--- src/rtl/regfile_scoreboard.sv ---
// Register file (x0 = 0) with per-register pending-write counters for RAW/WAW decode stalls.
// Optional feature macro: RF_BYPASS_EN (write-through read bypass and hazard exemption).

module regfile_scoreboard #(
    parameter int XLEN   = 32,
    parameter int PEND_W = 2
) (
    input  logic            clk,
    input  logic            rst,
    input  logic            ID_RegWrite,
    input  logic [4:0]      ID_RD,
    input  logic [XLEN-1:0] ID_RegWriteData,
    input  logic [4:0]      rs1_addr,
    input  logic [4:0]      rs2_addr,
    input  logic            rs1_used,
    input  logic            rs2_used,
    input  logic            issue_valid,
    input  logic            issue_we,
    input  logic [4:0]      issue_rd,
    input  logic            kill_valid,
    input  logic [4:0]      kill_rd,
    output logic [XLEN-1:0] rs1_data,
    output logic [XLEN-1:0] rs2_data,
    output logic            stall
);

    localparam logic [PEND_W-1:0] PEND_MAX = {PEND_W{1'b1}};

    logic [XLEN-1:0]   r_regs [0:31];
    logic [PEND_W-1:0] r_pend [0:31];

    logic [PEND_W-1:0] w_pend_rs1;
    logic [PEND_W-1:0] w_pend_rs2;
    logic [PEND_W-1:0] w_pend_ird;
    logic              w_byp_rs1;
    logic              w_byp_rs2;
    logic              w_hazard_rs1;
    logic              w_hazard_rs2;
    logic              w_ird_dec;
    logic              w_full;
    logic              w_stall;
    logic              w_issue_fire;
    logic [PEND_W:0]   w_pend_up   [0:31];
    logic [PEND_W:0]   w_dec_cnt   [0:31];
    logic [PEND_W-1:0] w_pend_next [0:31];
    logic [31:0]       w_underflow;

    assign w_pend_rs1 = (rs1_addr == 5'd0) ? '0 : r_pend[rs1_addr];
    assign w_pend_rs2 = (rs2_addr == 5'd0) ? '0 : r_pend[rs2_addr];
    assign w_pend_ird = (issue_rd == 5'd0) ? '0 : r_pend[issue_rd];

`ifdef RF_BYPASS_EN
    // A write retiring this cycle is forwarded straight to the matching read port.
    assign w_byp_rs1 = ID_RegWrite && (ID_RD == rs1_addr) && (rs1_addr != 5'd0);
    assign w_byp_rs2 = ID_RegWrite && (ID_RD == rs2_addr) && (rs2_addr != 5'd0);
`else
    assign w_byp_rs1 = 1'b0;
    assign w_byp_rs2 = 1'b0;
`endif

    assign w_hazard_rs1 = rs1_used && (rs1_addr != 5'd0) && (w_pend_rs1 != '0)
                          && !(w_byp_rs1 && (w_pend_rs1 == PEND_W'(1)));
    assign w_hazard_rs2 = rs2_used && (rs2_addr != 5'd0) && (w_pend_rs2 != '0)
                          && !(w_byp_rs2 && (w_pend_rs2 == PEND_W'(1)));

    // A saturated counter can still accept an issue if a retire/kill frees a slot this cycle.
    assign w_ird_dec = (ID_RegWrite && (ID_RD == issue_rd))
                       || (kill_valid && (kill_rd == issue_rd));
    assign w_full    = issue_valid && issue_we && (issue_rd != 5'd0)
                       && (w_pend_ird == PEND_MAX) && !w_ird_dec;

    assign w_stall      = !rst && (w_hazard_rs1 || w_hazard_rs2 || w_full);
    assign stall        = w_stall;
    assign w_issue_fire = issue_valid && issue_we && !w_stall;

    assign rs1_data = (rst || (rs1_addr == 5'd0)) ? '0
                      : (w_byp_rs1 ? ID_RegWriteData : r_regs[rs1_addr]);
    assign rs2_data = (rst || (rs2_addr == 5'd0)) ? '0
                      : (w_byp_rs2 ? ID_RegWriteData : r_regs[rs2_addr]);

    always_comb begin
        // NOTE: every combinational output gets a value on every path, otherwise a latch is inferred.
        w_pend_up[0]   = '0;
        w_dec_cnt[0]   = '0;
        w_pend_next[0] = '0;
        w_underflow    = '0;
        for (int r = 1; r < 32; r++) begin
            w_pend_up[r]   = {1'b0, r_pend[r]}
                             + (PEND_W+1)'(w_issue_fire && (issue_rd == 5'(r)));
            w_dec_cnt[r]   = (PEND_W+1)'(ID_RegWrite && (ID_RD == 5'(r)))
                             + (PEND_W+1)'(kill_valid && (kill_rd == 5'(r)));
            w_underflow[r] = (w_pend_up[r] < w_dec_cnt[r]);
            w_pend_next[r] = w_underflow[r] ? '0 : PEND_W'(w_pend_up[r] - w_dec_cnt[r]);
        end
    end

    always_ff @(posedge clk) begin
        if (rst) begin
            // NOTE: the register array is architecturally cleared on reset, so it cannot map to a RAM macro.
            for (int r = 0; r < 32; r++) begin
                r_regs[r] <= '0;
                r_pend[r] <= '0;
            end
        end else begin
            // NOTE: state is updated with non-blocking assignments so every read sees pre-edge values.
            if (ID_RegWrite && (ID_RD != 5'd0)) begin
                r_regs[ID_RD] <= ID_RegWriteData;
            end
            for (int r = 1; r < 32; r++) begin
                r_pend[r] <= w_pend_next[r];
            end
        end
    end

    // Retiring or killing a writer that was never issued is a protocol error upstream.
    always_ff @(posedge clk) begin
        if (!rst) begin
            assert (w_underflow == '0);
        end
    end

endmodule
--- config.mk ---
export PLATFORM = sky130hd
export DESIGN_NAME = regfile_scoreboard
export DESIGN_NICKNAME = d
export VERILOG_FILES = /design/src/rtl/regfile_scoreboard.sv
export SDC_FILE = /design/constraint.sdc
export NUM_CORES = 2
export LEC_CHECK = 0
export ABC_AREA = 1
export CAP_MARGIN = 20
export CORE_AREA = 3 3 294 513
export CTS_BUF_LIST = sky130_fd_sc_hd__clkbuf_2
export CTS_CLUSTER_SIZE = 16
export DETAILED_ROUTE_END_ITERATION = 6
export DIE_AREA = 0 0 297 516
export DONT_BUFFER_PORTS = 1
export PLACE_DENSITY = 0.58
export SETUP_SLACK_MARGIN = 0.3
export SLEW_MARGIN = 5
export SYNTH_ARGS = -nofsm -noshare
export SYNTH_HDL_FRONTEND = slang
export SYNTH_SLANG_ARGS = --single-unit
export TNS_END_PERCENT = 30
--- constraint.sdc ---
create_clock -name clk -period 5.2 [get_ports clk]
set_clock_uncertainty 0.2 [all_clocks]
set_input_delay 0.78 -clock clk [delete_from_list [all_inputs] [get_ports clk]]
set_output_delay 0.78 -clock clk [all_outputs]
set_load 0.05 [all_outputs]
==> flow_summary.yaml <==
status:
  status: "finished, violations left"
  violations: "max-slew violations"
drt:
  first_pass_iters: 6
  via_per_inst: 6.25
  drc: 0
  wl_per_cell_um: 27.7
  drt_iter0_drc: 6843
  postRouteAntennaNets: 0
  vias: 54000
  wirelength_um: 240000
global_route:
  grt_overflow: 0
  antenna_found_initial: 7
  grt_max_degree: 256
  grt_usage_pct: 30.3
  grt_pass1_wl_um: 345000
  first_global_vias: 53300
timing:
  hold_viol: 0
  tightest_slew_ns: 1.63
  finalSetupViolCount: 0
  max_freq_ghz: 0.208
  hold_ws_ns: 0.197
  finalCritPeriodShare_pct: 92.5
  fin_setup_tns_ns: 0
  drv_slew: 73
  final_period_minus_worst_setup_slack_ns: 4.81
  grt_setup_unrepaired: "no"
  relSlewSlack_pct: -8.40
min_path:
  hold_class: "input pin to register"
yosys:
  dominantRegCellSynth: "edfxtp_1"
  yosys.area_share.simple_pct: 19.3
  synth.top_cell.area_share_pct: 52.4
  synth-xor-area-share_pct: 0.0298
  synth_top_family_by_area: "simple AND/OR/NAND/NOR gates"
  ys_seq_elements: 1086
  yosysTopAreaCell: "edfxtp_1"
  yosys-top-cells-count: "nor2_1 (1,689), edfxtp_1 (1,024), o21ai_0 (780), nand2_1 (596), clkbuf_1 (347)"
  synth_area_um2: 58700
  synthArstFlopShare_pct: 0
  synth_compound_area_share_pct: 16.4
  yosysUniqueCellTypes: 42
  yosysWarnings: 0
  syn_area_per_cell_um2: 9.16
  seq_area_frac_synth_pct: 54.5
  synth_most_common_cell: "nor2_1"
  synthAdderAreaFrac_pct: 3.70
  synthMuxAreaShare_pct: 0
  synth_area_leaders: "edfxtp_1 (52%), nor2_1 (11%), o21ai_0 (6.7%), nand2_1 (3.8%), ha_1 (2.6%)"
  netlist_instances: 6404
  synth_edf_count: 1024
cts:
  clkLatencyLatePin_ns: 1.66
  root_buffer: "clkbuf_2"
  cts_buffers: 282
  clock_path_buffers: 4
  cts_tree: "yes"
  cts-htree-levels: 5
  clk_pin_slew_ns: 0.11
  clock_sinks: 1086
cells_and_area:
  syn_to_final_growth_pct: 11.3
  nets: 6719
  drive_gt1_share_pct: 12.6
  final.fill_count: 14400
place:
  gp_congestion: 0.920
  io_buffer_count: 0
  dpl.hpwl_um: 132000
setup_path:
  path_buf_inv: 7
  slowest_delay_ns: 1.06
  slowest_stage: "dlygate4sd3_1"
  path_max_fanout: 18
  criticalPathCategory: "input pin to register"
  cp.required_ns: 6.55
  worstSetupStartpointType: "input pin"
  cp.arrival_ns: 6.15
  crit_path_end_kind: "register"
  cpLargestDelayFamily: "buffers and inverters"
  path_cells: "dlygate4sd3_1, clkinv_1, buf_4, nand3_1, nand2_1, inv_1, nand2_1, nor2_1, nand3_1, nand3_1, nand2_1, nand2_2, buf_4, nor2_1, dlygate4sd3_1, ha_1, fa_1, nand2_1, nor2_1, o21ai_0, nor2_1, dlygate4sd3_1"
floorplan:
  coreArea_um2: 147000
  rows: 186
  die-area_um2: 153000
  io_pins: 130
  initial_core_util_pct: 39.9
  dieWidth_um: 297
  die_h_um: 516
pwr:
  power_density_nw_per_um2: 285
  ir_drop_uv: 174
  p_leak_uw: 0.0244
flow_run:
  max_cap_viol_count: 0
cell type report:
cell class	count	area [um2]	share of cell area [%]
sequential	1086	32000	49.0
multi-input combinational	4493	23600	36.1
timing repair buffer	362	4000	6.12
tap	1974	2470	3.78
clock buffer	375	1880	2.87
inverter	274	1050	1.61
clock inverter	81	369	0.565
antenna	9	22.5	0.0345
per-layer routing:
metal	vias to the layer above	GRT usage [%]	part of all wire (%)
li1	23000	-	-
met1	25900	35.4	35
met2	4098	50.0	46
met3	1079	7.55	12
met4	4	19.0	7.0
met5	-	0	0.0063
cell families (layout without fill, tap and decap cells):
| family | count (synthesis) | after routing |
|---|---|---|
| buf+inv | 856 | 1092 |
| xor+xnor | 2 | 2 |
| simple gates | 2777 | 2777 |
| other cells | 1 | 41 |
| compound gates | 1527 | 1527 |
| flops | 1086 | 1086 |
| fa+ha+maj | 155 | 155 |
final timing paths:
check,to,slack [ns],start,cells after the start
worst min-delay path,r_regs[23][18],0.20,rst,7
worst max-delay path,r_pend[29][0],0.39,issue_rd[4],22
worst max register to register,r_pend[29][0],0.61,r_pend[22][1],24
worst min register to register,r_pend[13][0],0.65,r_pend[13][1],3
placed cells by master, fill, tap and decap left out, types with 5 or more instances in the layout:
cell type	netlist	layout
a21oi_1	75	75
a221oi_1	174	174
a22oi_1	27	27
a31oi_1	41	29
a31oi_2	0	12
and3_1	17	17
buf_12	0	31
buf_16	0	28
buf_4	22	173
clkbuf_2	0	375
clkinv_1	4	67
clkinv_2	0	11
conb_1	1	32
dfxtp_1	62	62
diode_2	0	9
dlygate4sd3_1	0	129
edfxtp_1	1024	1024
fa_1	31	31
ha_1	124	124
inv_1	263	258
inv_2	7	14
nand2_1	596	559
nand2_2	3	37
nand3_1	232	216
nand3_2	0	16
nand4_1	9	9
nor2_1	1689	1687
nor2_2	26	25
nor3_1	64	64
nor3b_1	31	31
o2111ai_1	22	22
o211ai_1	70	70
o21ai_0	780	780
o21ai_1	5	5
o221ai_1	146	146
o22ai_1	118	118
o32ai_1	51	51
o41ai_1	12	12
or2_2	104	104
state kept, by name, indices dropped and copies added, names as in the netlist:
name,cells
r_regs,1024
r_pend,62
worst register-to-register path, cell delays in order, from the launching register on:
cell and delay [ns]:
dfxtp_1 0.42, inv_1 0.11, o21ai_0 0.20, nand2_1 0.08
nand2_1 0.08, nand2_1 0.05, nand2_1 0.05, inv_1 0.03
nand2_1 0.04, nand2_1 0.04, nand2_1 0.06, nand3_1 0.10
nand3_1 0.08, nand2_1 0.09, nand2_2 0.20, buf_4 0.26
nor2_1 0.06, dlygate4sd3_1 0.57, ha_1 0.24, fa_1 0.49
nand2_1 0.11, nor2_1 0.05, o21ai_0 0.26, nor2_1 0.06
dlygate4sd3_1 0.55
metrics by stage:
stage,std cells,instance area [um2],setup slack (ns),utilization (%),power [uW]
CTS,8607,64600,0.577,43.9,18600
floorplan,6435,58800,1.46,-,12000
global placement,8031,61000,0.866,41.5,12900
finish,8654,65300,0.393,44.4,18600
detailed placement,8036,61100,0.752,41.6,12900
global route,8649,65300,0.352,44.4,19300
where the power goes:
group	internal, uW	switching (uW)	leakage [uW]
clock	2040	3640	0.00174
sequential	10000	252	0.0103
combinational	800	1880	0.0124
total	12800	5770	0.0244
repair_timing:
action | in CTS | in global routing
buffers inserted | 0 | 0
gates resized for setup | 0 | 0
endpoints found under the hold margin | 1771 | 130
hold buffers | 115 | 19
(Power assumes the default switching activity.)
